**config.mk**
```make
export PLATFORM = sky130hd
export DESIGN_NAME = multicycle_control_fsm
export DESIGN_NICKNAME = d
export VERILOG_FILES = /design/src/rtl/multicycle_control_fsm.sv
export SDC_FILE = /design/constraint.sdc
export NUM_CORES = 1
export LEC_CHECK = 0
export CORE_MARGIN = 2
export CORE_UTILIZATION = 47
export CTS_BUF_LIST = sky130_fd_sc_hd__clkbuf_8
export CTS_CLUSTER_DIAMETER = 120
export DETAILED_ROUTE_END_ITERATION = 10
export PLACE_DENSITY = 0.77
export SYNTH_ARGS = -nofsm -noshare
export SYNTH_HDL_FRONTEND = slang
export SYNTH_SLANG_ARGS = --single-unit
```
**constraint.sdc**
```tcl
create_clock -name clk -period 3.55 [get_ports clk]
set_input_delay 0.5325 -clock clk [delete_from_list [all_inputs] [get_ports clk]]
set_output_delay 0.5325 -clock clk [all_outputs]
set_load 0.01 [all_outputs]
```
**src/rtl/multicycle_control_fsm.sv**
```systemverilog
// rtl/multicycle_control_fsm.sv - multicycle RISC-V control sequencer with memory handshake
// Optional retired-instruction counter built when MCFSM_INSTRET_EN is defined.
module multicycle_control_fsm #(
    parameter int MEM_TIMEOUT = 15
) (
    input  logic        clk,
    input  logic        rst_n,
    input  logic [6:0]  op,
    input  logic [2:0]  funct3,
    input  logic        zero,
    input  logic        mem_ready,
    output logic        mem_req,
    output logic        mem_we,
    output logic        adr_src,
    output logic        ir_we,
    output logic        pc_we,
    output logic        reg_we,
    output logic [1:0]  alu_src_a,
    output logic [1:0]  alu_src_b,
    output logic [1:0]  alu_op,
    output logic [1:0]  result_src,
    output logic        illegal_op,
    output logic        mem_err
`ifdef MCFSM_INSTRET_EN
    ,
    output logic [31:0] instret
`endif
);

    typedef enum logic [3:0] {
        S_FETCH, S_DECODE, S_EXEC_R, S_EXEC_I, S_MEM_ADDR, S_MEM_RD,
        S_MEM_WR, S_WB_ALU, S_WB_MEM, S_BRANCH, S_JUMP, S_TRAP
    } state_t;

    typedef struct packed {
        logic       mem_req;
        logic       mem_we;
        logic       adr_src;
        logic       pc_we;
        logic       reg_we;
        logic [1:0] alu_src_a;
        logic [1:0] alu_src_b;
        logic [1:0] alu_op;
        logic [1:0] result_src;
    } ctrl_t;

    localparam logic [6:0] OP_R      = 7'b0110011;
    localparam logic [6:0] OP_I      = 7'b0010011;
    localparam logic [6:0] OP_LOAD   = 7'b0000011;
    localparam logic [6:0] OP_STORE  = 7'b0100011;
    localparam logic [6:0] OP_BRANCH = 7'b1100011;
    localparam logic [6:0] OP_JAL    = 7'b1101111;
    localparam logic [6:0] OP_JALR   = 7'b1100111;
    localparam logic [7:0] WAIT_LAST = 8'(MEM_TIMEOUT - 1);

    // Moore control word for the state being entered; registered on the transition edge.
    function automatic ctrl_t ctrl_of(input state_t s, input logic is_jalr, input logic is_link);
        ctrl_t c;
        c = '0;
        case (s)
            S_FETCH: begin
                c.mem_req    = 1'b1;
                c.alu_src_b  = 2'b10;
                c.result_src = 2'b10;
            end
            S_DECODE: begin
                c.alu_src_a = 2'b01;
                c.alu_src_b = 2'b01;
            end
            S_EXEC_R: begin
                c.alu_src_a = 2'b10;
                c.alu_op    = 2'b10;
            end
            S_EXEC_I: begin
                c.alu_src_a = 2'b10;
                c.alu_src_b = 2'b01;
                c.alu_op    = 2'b10;
            end
            S_MEM_ADDR: begin
                c.alu_src_a = 2'b10;
                c.alu_src_b = 2'b01;
            end
            S_MEM_RD: begin
                c.mem_req = 1'b1;
                c.adr_src = 1'b1;
            end
            S_MEM_WR: begin
                c.mem_req = 1'b1;
                c.mem_we  = 1'b1;
                c.adr_src = 1'b1;
            end
            S_WB_ALU: begin
                c.reg_we = 1'b1;
                if (is_link) begin
                    c.alu_src_a = 2'b01;
                    c.alu_src_b = 2'b10;
                end
            end
            S_WB_MEM: begin
                c.reg_we     = 1'b1;
                c.result_src = 2'b01;
            end
            S_BRANCH: begin
                c.alu_src_a = 2'b10;
                c.alu_op    = 2'b01;
            end
            S_JUMP: begin
                c.pc_we = 1'b1;
                if (is_jalr) begin
                    c.alu_src_a  = 2'b10;
                    c.alu_src_b  = 2'b01;
                    c.result_src = 2'b10;
                end
            end
            default: c = '0;
        endcase
        return c;
    endfunction

    state_t     r_state;
    state_t     w_next;
    ctrl_t      r_ctrl;
    logic       r_run;
    logic       r_illegal;
    logic       r_mem_err;
    logic [7:0] r_wait;
    logic       w_in_mem;
    logic       w_timeout;
    logic       w_fetch_done;
    logic       w_branch_take;
    logic       w_retire;

    always_comb begin
        w_in_mem      = r_run && (r_state == S_FETCH || r_state == S_MEM_RD || r_state == S_MEM_WR);
        w_timeout     = w_in_mem && !mem_ready && (r_wait == WAIT_LAST);
        w_fetch_done  = r_run && (r_state == S_FETCH) && mem_ready;
        w_branch_take = (r_state == S_BRANCH) && (funct3[0] ? !zero : zero);
        w_retire      = (r_state == S_WB_ALU) || (r_state == S_WB_MEM) || (r_state == S_BRANCH) ||
                        ((r_state == S_MEM_WR) && mem_ready);
        w_next        = r_state;
        // The first cycle out of reset only loads the FETCH control word.
        if (!r_run) begin
            w_next = S_FETCH;
        end else if (w_timeout) begin
            w_next = S_TRAP;
        end else begin
            case (r_state)
                S_FETCH:    w_next = mem_ready ? S_DECODE : S_FETCH;
                S_DECODE: begin
                    case (op)
                        OP_R:              w_next = S_EXEC_R;
                        OP_I:              w_next = S_EXEC_I;
                        OP_LOAD, OP_STORE: w_next = S_MEM_ADDR;
                        OP_BRANCH:         w_next = (funct3[2:1] == 2'b00) ? S_BRANCH : S_TRAP;
                        OP_JAL, OP_JALR:   w_next = S_JUMP;
                        default:           w_next = S_TRAP;
                    endcase
                end
                S_EXEC_R:   w_next = S_WB_ALU;
                S_EXEC_I:   w_next = S_WB_ALU;
                S_MEM_ADDR: w_next = (op == OP_STORE) ? S_MEM_WR : S_MEM_RD;
                S_MEM_RD:   w_next = mem_ready ? S_WB_MEM : S_MEM_RD;
                S_MEM_WR:   w_next = mem_ready ? S_FETCH : S_MEM_WR;
                S_WB_ALU:   w_next = S_FETCH;
                S_WB_MEM:   w_next = S_FETCH;
                S_BRANCH:   w_next = S_FETCH;
                S_JUMP:     w_next = S_WB_ALU;
                default:    w_next = S_TRAP;
            endcase
        end
    end

`ifdef MCFSM_INSTRET_EN
    logic [31:0] r_instret;
`endif

    always_ff @(posedge clk) begin
        if (!rst_n) begin
            r_state   <= S_FETCH;
            r_ctrl    <= '0;
            r_run     <= 1'b0;
            r_wait    <= '0;
            r_illegal <= 1'b0;
            r_mem_err <= 1'b0;
`ifdef MCFSM_INSTRET_EN
            r_instret <= '0;
`endif
        end else begin
            r_run   <= 1'b1;
            r_state <= w_next;
            r_ctrl  <= ctrl_of(w_next, op == OP_JALR, r_state == S_JUMP);
            r_wait  <= (w_in_mem && !mem_ready) ? r_wait + 8'd1 : 8'd0;
            if (w_timeout) begin
                r_mem_err <= 1'b1;
            end
            if (w_next == S_TRAP) begin
                r_illegal <= 1'b1;
            end
`ifdef MCFSM_INSTRET_EN
            if (w_retire) begin
                r_instret <= r_instret + 32'd1;
            end
`endif
        end
    end

    assign mem_req    = r_ctrl.mem_req;
    assign mem_we     = r_ctrl.mem_we;
    assign adr_src    = r_ctrl.adr_src;
    assign reg_we     = r_ctrl.reg_we;
    assign alu_src_a  = r_ctrl.alu_src_a;
    assign alu_src_b  = r_ctrl.alu_src_b;
    assign alu_op     = r_ctrl.alu_op;
    assign result_src = r_ctrl.result_src;
    assign ir_we      = w_fetch_done;
    assign pc_we      = r_ctrl.pc_we | w_fetch_done | w_branch_take;
    assign illegal_op = r_illegal;
    assign mem_err    = r_mem_err;
`ifdef MCFSM_INSTRET_EN
    assign instret    = r_instret;
`else
    logic w_unused;
    assign w_unused = w_retire;
`endif

endmodule
```
Yosys cells after proc, flatten, opt, wreduce, memory -nomap -nowiden --
Cells that the tools add are included.
Word-level totals: register bits after elaboration 28, latch bits 0, bits in writable memories 0, memory bits (read-only) 0, bits of input ports 14, output and inout port bits 16, logic and storage cells 93, memories 0
Cells by class: add/subtract/negate cells 1, $mul 0, divide/modulo/power cells 0, $lt $le $gt $ge 0, equality and inequality tests 29, shifts and indexed selects 0, muxes and demuxes 23, bitwise operators 2, reduce and logical (&&, ||, !) cells 24
Operators with widths (count):
- $eq A4 B3 Y1 const B | 8
- $eq A4 B4 Y1 const B | 7
- $pmux W4 S7 | 1
- $eq A7 B7 Y1 const B | 3
- $pmux W4 S5 | 1
- $eq A4 B2 Y1 const B | 4
- $mux W4 | 4
- $pmux W2 S4 | 2
- $eq A7 B6 Y1 const B | 2
- $reduce_or A3 Y1 | 4
- $reduce_or A2 Y1 | 5
- $add A8 B1 Y8 const B | 1
- $eq A4 B1 Y1 const B | 2
- $eq A8 B4 Y1 const B | 1
- $logic_not A4 Y1 | 2
- $mux W1 | 8
- $eq A7 B2 Y1 const B | 1
- $eq A7 B5 Y1 const B | 1
- $logic_and A1 B1 Y1 | 6
- $mux W2 | 3
- $mux W3 | 2
- $pmux W2 S3 | 1
- $pmux W2 S2 | 1
- $reduce_or A4 Y1 | 1
- other kinds (5) | 8

Longest topological paths before layout --
word-level depth 11, mapped depth 8, mapped depth without buffers 8

Worst setup path before layout --
Ideal clock, no wire load.
path kind in2reg, start input port funct3[2], end register r_ctrl, in the netlist reg_we, library setup time 71 ps, arrival time 1944 ps, data required time 3479 ps, slack 1536 ps, stages on the path 6, buffers on the path 0, cells stage by stage or3b_1 a211oi_2 o211ai_2 or3_4 a21oi_2 o21bai_1
Between the ends: longest elaborated chain between the ends 9, elaborated cells between the ends (all ways) 10, those cells by class 2 x eq/ne; 6 x mux; 2 x reduce/logical
Ends and longest elaborated chain:
- start: declaration | RTL line 9 | input logic [2:0] funct3,
- $logic_not A2 Y1 * | RTL line 154 | OP_BRANCH: w_next = (funct3[2:1] == 2'b00) ? S_BRANCH : S_TRAP;
- $mux W2 * | RTL line 154
- $pmux W4 S5 * | RTL line 150 | case (op)
- $pmux W4 S7 * | RTL line 147 | case (r_state)
- $mux W4 * | RTL line 144 | end else if (w_timeout) begin
- $mux W4 * | RTL line 142 | if (!r_run) begin
- $eq A4 B4 Y1 / $eq A4 B3 Y1 (equally long branches) | RTL line 60 | case (s)
- $reduce_or A2 Y1 (no line) *
- $mux W1 * | RTL line 60
- end signal: assignment | RTL line 191 | r_ctrl <= ctrl_of(w_next, op == OP_JALR, r_state == S_JUMP);
- end: declaration | RTL line 122 | ctrl_t r_ctrl;
Mark *: on every way between the ends. The rest lies on a longest branch, timed or not. A chain may end at the register's enable or synchronous reset.

Worst setup path after layout --
start input port mem_ready, end output port pc_we
Between the ends: longest elaborated chain between the ends 3
Ends and longest elaborated chain:
- start: declaration | RTL line 11 | input logic mem_ready,
- $logic_and A1 B1 Y1 | RTL line 136 | w_fetch_done = r_run && (r_state == S_FETCH) && mem_ready;
- $or A1 B1 Y1 (2 in series) | RTL line 216 | assign pc_we = r_ctrl.pc_we | w_fetch_done | w_branch_take;
- end: declaration | RTL line 16 | output logic pc_we,
Every way passes these cells.

==> flow_summary.toml <==
[worst_setup_path]
endpoint_kind = "primary output"
crit_required_ns = 3.02
r2r_cells = 5
timing.critical_path.slowest_cell_delay_ns = 0.58
setup.worst_path.class = "in -> out"
arrival_ns = 2.24
path_common_cell = "sky130_fd_sc_hd__clkdlybuf4s50_1"
start_kind = "input port"
critical_path_cell_count = 5
crit_path_top_delay_cell = "sky130_fd_sc_hd__clkdlybuf4s50_1"
cp.buffers_inverters = 2
cp_top_family = "buffers and inverters"
timing.critical_path.fanout_max = 7
crit_chain = "clkdlybuf4s50_1 -> nor3b_1 -> and3_1 -> a211o_1 -> clkdlybuf4s50_1"

[floorplanning]
die_y_um = 60.5
fp.dieW_um = 60.5
core_area_sq_um = 3050
die-area_sq_um = 3660
top_level_ports = 30
floorplan.initialDensity_pct = 49.1
rows = 20

[synth]
post-synth-top-count-cell = "sky130_fd_sc_hd__dfxtp_1"
syn-num-nets = 186
synthFlopType = "sky130_fd_sc_hd__dfxtp_1"
yosys-top-cells-count = "sky130_fd_sc_hd__dfxtp_1 (28), sky130_fd_sc_hd__nor2_1 (20), sky130_fd_sc_hd__nand2_1 (13)"
synth_edf_count = 0
sequential_area_share_after_synthesis_pct = 37.4
synthDominantCellAreaShare_pct = 37.4
synth_cells = 170
synth.cell_area_sq_um = 1500
synth_largest_area_cell = "sky130_fd_sc_hd__dfxtp_1"
muxShareOfSynthArea_pct = 0
synthesis.area_per_instance_sq_um = 8.82
synth_top_family_by_area = "simple AND/OR/NAND/NOR gates"
yosys.area_share.xor_xnor_pct = 4.67
synth_adder_area_share_pct = 1.67
synth_compound_area_share_pct = 19.4
synth.top_cells.by_area = "sky130_fd_sc_hd__dfxtp_1 (37%), sky130_fd_sc_hd__nor2_1 (5.0%), sky130_fd_sc_hd__xor2_1 (4.1%), sky130_fd_sc_hd__buf_4 (4.0%), sky130_fd_sc_hd__nand2_1 (3.3%)"
yosysUniqueCellTypes = 58
synthesized_area_fraction_occupied_by_and_or_nand_nor_cells_pct = 28.4
postSynth.asyncResetShare_pct = 0
synthesis.yosys.warnings = 0
yosys_register_bits = 28

[finish]
finish.instance_area_sq_um = 1810
layout-drive-gt1-share_pct = 10.1
final_nets = 205
flow.area_growth_from_synthesis_pct = 20.5
final.fill_count = 291
layout.core_utilization_pct = 59.2
diodes = 0

[timing]
timing.final.hold_violations = 0
timing.final.ws_setup_ns = 0.775
finalClockSkew_ns = 0.00651
final_max_slew_viol_count = 0
worstMarginPinSlew_ns = 0.526
setup_repair_after_global_routing_missed_its_margin = "false"
post-route-period-util_pct = 78.2
fmax_mhz = 360
finalCriticalPeriod_ns = 2.78
slew_headroom_pct = 64.9
number_of_failing_setup_endpoints_in_the_final_timing_report = 0
setup_total_negative_slack_ns = 0

[route]
route.vias.total = 1253
detail_route.first_pass.iterations = 4
routed_via_density = 5.40
drt_iter0_markers = 38
drc_errors = 0
postRouteAntennaNets = 0
final_wl_um = 3050
wire_per_inst_um = 13.2

[clock_network]
cts_buffer_count = 3
cts_tree = "built"
clock_tree_root_buffer_cell = "sky130_fd_sc_hd__clkbuf_8"
cts.hold.buffers_added = 0
cts.path.max_buffers = 2
worst_skew_pair_latency_ns = 0.27
post_cts.repair.setup_buffers = 0
htreeDepth = 1
cts_resized = 0
numClockSinks = 28
clkTransAtPathRegs_ns = 0.09

[placed_design]
dp_hpwl_um = 2350
buffer_ports.inserted = 29
place_ws_ns = 0.794
gp_congestion = 0.822
dpl_cell_area_sq_um = 1750

[global_routing]
initial_antenna_violation_count = 0
grt_start_max_net_pins = 19
grt_use_total_pct = 18.3
globalRoute.totalOverflow = 0
wire_length_of_the_first_global_routing_pass_um = 5130
number_of_global_route_vias_before_repair = 1227

[pwr]
power-per-cell-area_nw_per_um2 = 349
pwr-share-seq_pct = 52.9
p_clk_share_pct = 30.5
net-switching-power_mw = 0.153
design_power_total_mw = 0.631
internal_power_mw = 0.478
ir_drop_uv = 293
switching_share_pct = 24.2
static_leak_nw = 0.656
power.combinational.fraction_pct = 16.6

[worst_hold_path]
hold_path.class = "reg -> reg"
worst_hold_path.num_cells = 2

[job]
drv_cap = 0

[status]
outcome = "completed"
## through the flow
stage          hold slack (ns)  cells
2_1_floorplan            0.442    170
3_3_place_gp             0.446    228
3_5_place_dp             0.458    228
4_1_cts                  0.474    232
5_1_grt                  0.507    232
6_report                 0.467    232
## cells in the final DEF (no fill, tap or decap), types with 2 or more instances in the layout
| cell | synthesis | final |
|---|---|---|
| sky130_fd_sc_hd__nor2b_1 | 4 | 4 |
| sky130_fd_sc_hd__nor4b_1 | 2 | 2 |
| sky130_fd_sc_hd__nor3b_1 | 3 | 3 |
| sky130_fd_sc_hd__o21ai_1 | 4 | 4 |
| sky130_fd_sc_hd__clkdlybuf4s50_1 | 0 | 29 |
| sky130_fd_sc_hd__and2_1 | 3 | 3 |
| sky130_fd_sc_hd__and3_1 | 2 | 2 |
| sky130_fd_sc_hd__inv_2 | 2 | 2 |
| sky130_fd_sc_hd__nor2_1 | 20 | 20 |
| sky130_fd_sc_hd__inv_1 | 7 | 7 |
| sky130_fd_sc_hd__clkbuf_8 | 0 | 4 |
| sky130_fd_sc_hd__nand3_1 | 4 | 4 |
| sky130_fd_sc_hd__nor3_1 | 2 | 2 |
| sky130_fd_sc_hd__ha_1 | 2 | 2 |
| sky130_fd_sc_hd__or3b_1 | 2 | 2 |
| sky130_fd_sc_hd__nor4_1 | 2 | 2 |
| sky130_fd_sc_hd__o221ai_1 | 2 | 2 |
| sky130_fd_sc_hd__a21oi_1 | 5 | 5 |
| sky130_fd_sc_hd__dfxtp_1 | 28 | 28 |
| sky130_fd_sc_hd__o21bai_1 | 2 | 2 |
| sky130_fd_sc_hd__o211ai_1 | 2 | 2 |
| sky130_fd_sc_hd__nand2_1 | 13 | 13 |
| sky130_fd_sc_hd__nand4_1 | 4 | 4 |
| sky130_fd_sc_hd__or4_1 | 2 | 2 |
| sky130_fd_sc_hd__xor2_1 | 7 | 7 |
## flip-flops by register name (all words and copies together) (netlist names), 2 cells and up
register and flops:
alu_op 2, alu_src_a 2, alu_src_b 2, r_state 4, r_wait 8, result_src 2
## final cells by class
cell class | instances | area, sq um | area share, %
Clock buffer | 4 | 55.1 | 3.04
Timing Repair Buffer | 29 | 290 | 16.1
Sequential cell | 28 | 561 | 31.0
Multi-Input combinational cell | 118 | 813 | 45.0
Tap cell | 44 | 55.1 | 3.04
Inverter | 9 | 33.8 | 1.87
## worst register-to-register path, stage by stage (launching register included)
cell and delay [ns]:
sky130_fd_sc_hd__dfxtp_1 0.61, sky130_fd_sc_hd__or4b_4 0.55, sky130_fd_sc_hd__o211ai_2 0.36, sky130_fd_sc_hd__and2b_4 0.25
sky130_fd_sc_hd__o21ai_1 0.17, sky130_fd_sc_hd__o221ai_1 0.14
## kinds of logic (layout without fill, tap and decap cells)
group / count (synthesis) / count (layout)
AOI/OAI and AO/OA: 34 / 34
xor gates and xnor gates: 8 / 8
adders and majority gates: 2 / 2
buffers and inverters: 24 / 42
DFF: 28 / 28
and+or+nand+nor: 74 / 74
## power by group through the flow
| stage | combinational, mW | sequential (mW) | clock [mW] |
|---|---|---|---|
| 2_1_floorplan | 0.0713 | 0.336 | 0 |
| 3_3_place_gp | 0.102 | 0.341 | 0 |
| 3_5_place_dp | 0.104 | 0.342 | 0 |
| 4_1_cts | 0.105 | 0.334 | 0.198 |
| 5_1_grt | 0.115 | 0.336 | 0.205 |
| 6_report | 0.105 | 0.334 | 0.193 |
## path summary, 6_finish.rpt
| path | startpoint | endpoint | slack (ns) |
|---|---|---|---|
| max | mem_ready | pc_we | 0.77 |
| min | illegal_op$_SDFFE_PN0N_ | illegal_op$_SDFFE_PN0N_ | 0.47 |
| min reg2reg | illegal_op$_SDFFE_PN0N_ | illegal_op$_SDFFE_PN0N_ | 0.47 |
| max reg2reg | r_state[0]$_SDFF_PN0_ | mem_req$_SDFF_PN0_ | 1.35 |
## routing by layer
| metal | global-route usage [%] | up-vias | share of wire (%) |
|---|---|---|---|
| met4 | 4.04 | 0 | 0.26 |
| li1 | - | 640 | - |
| met2 | 34.9 | 31 | 53 |
| met3 | 4.48 | 2 | 5.5 |
| met1 | 20.5 | 580 | 42 |
| met5 | 0 | - | 0 |
(Power assumes the default switching activity.)
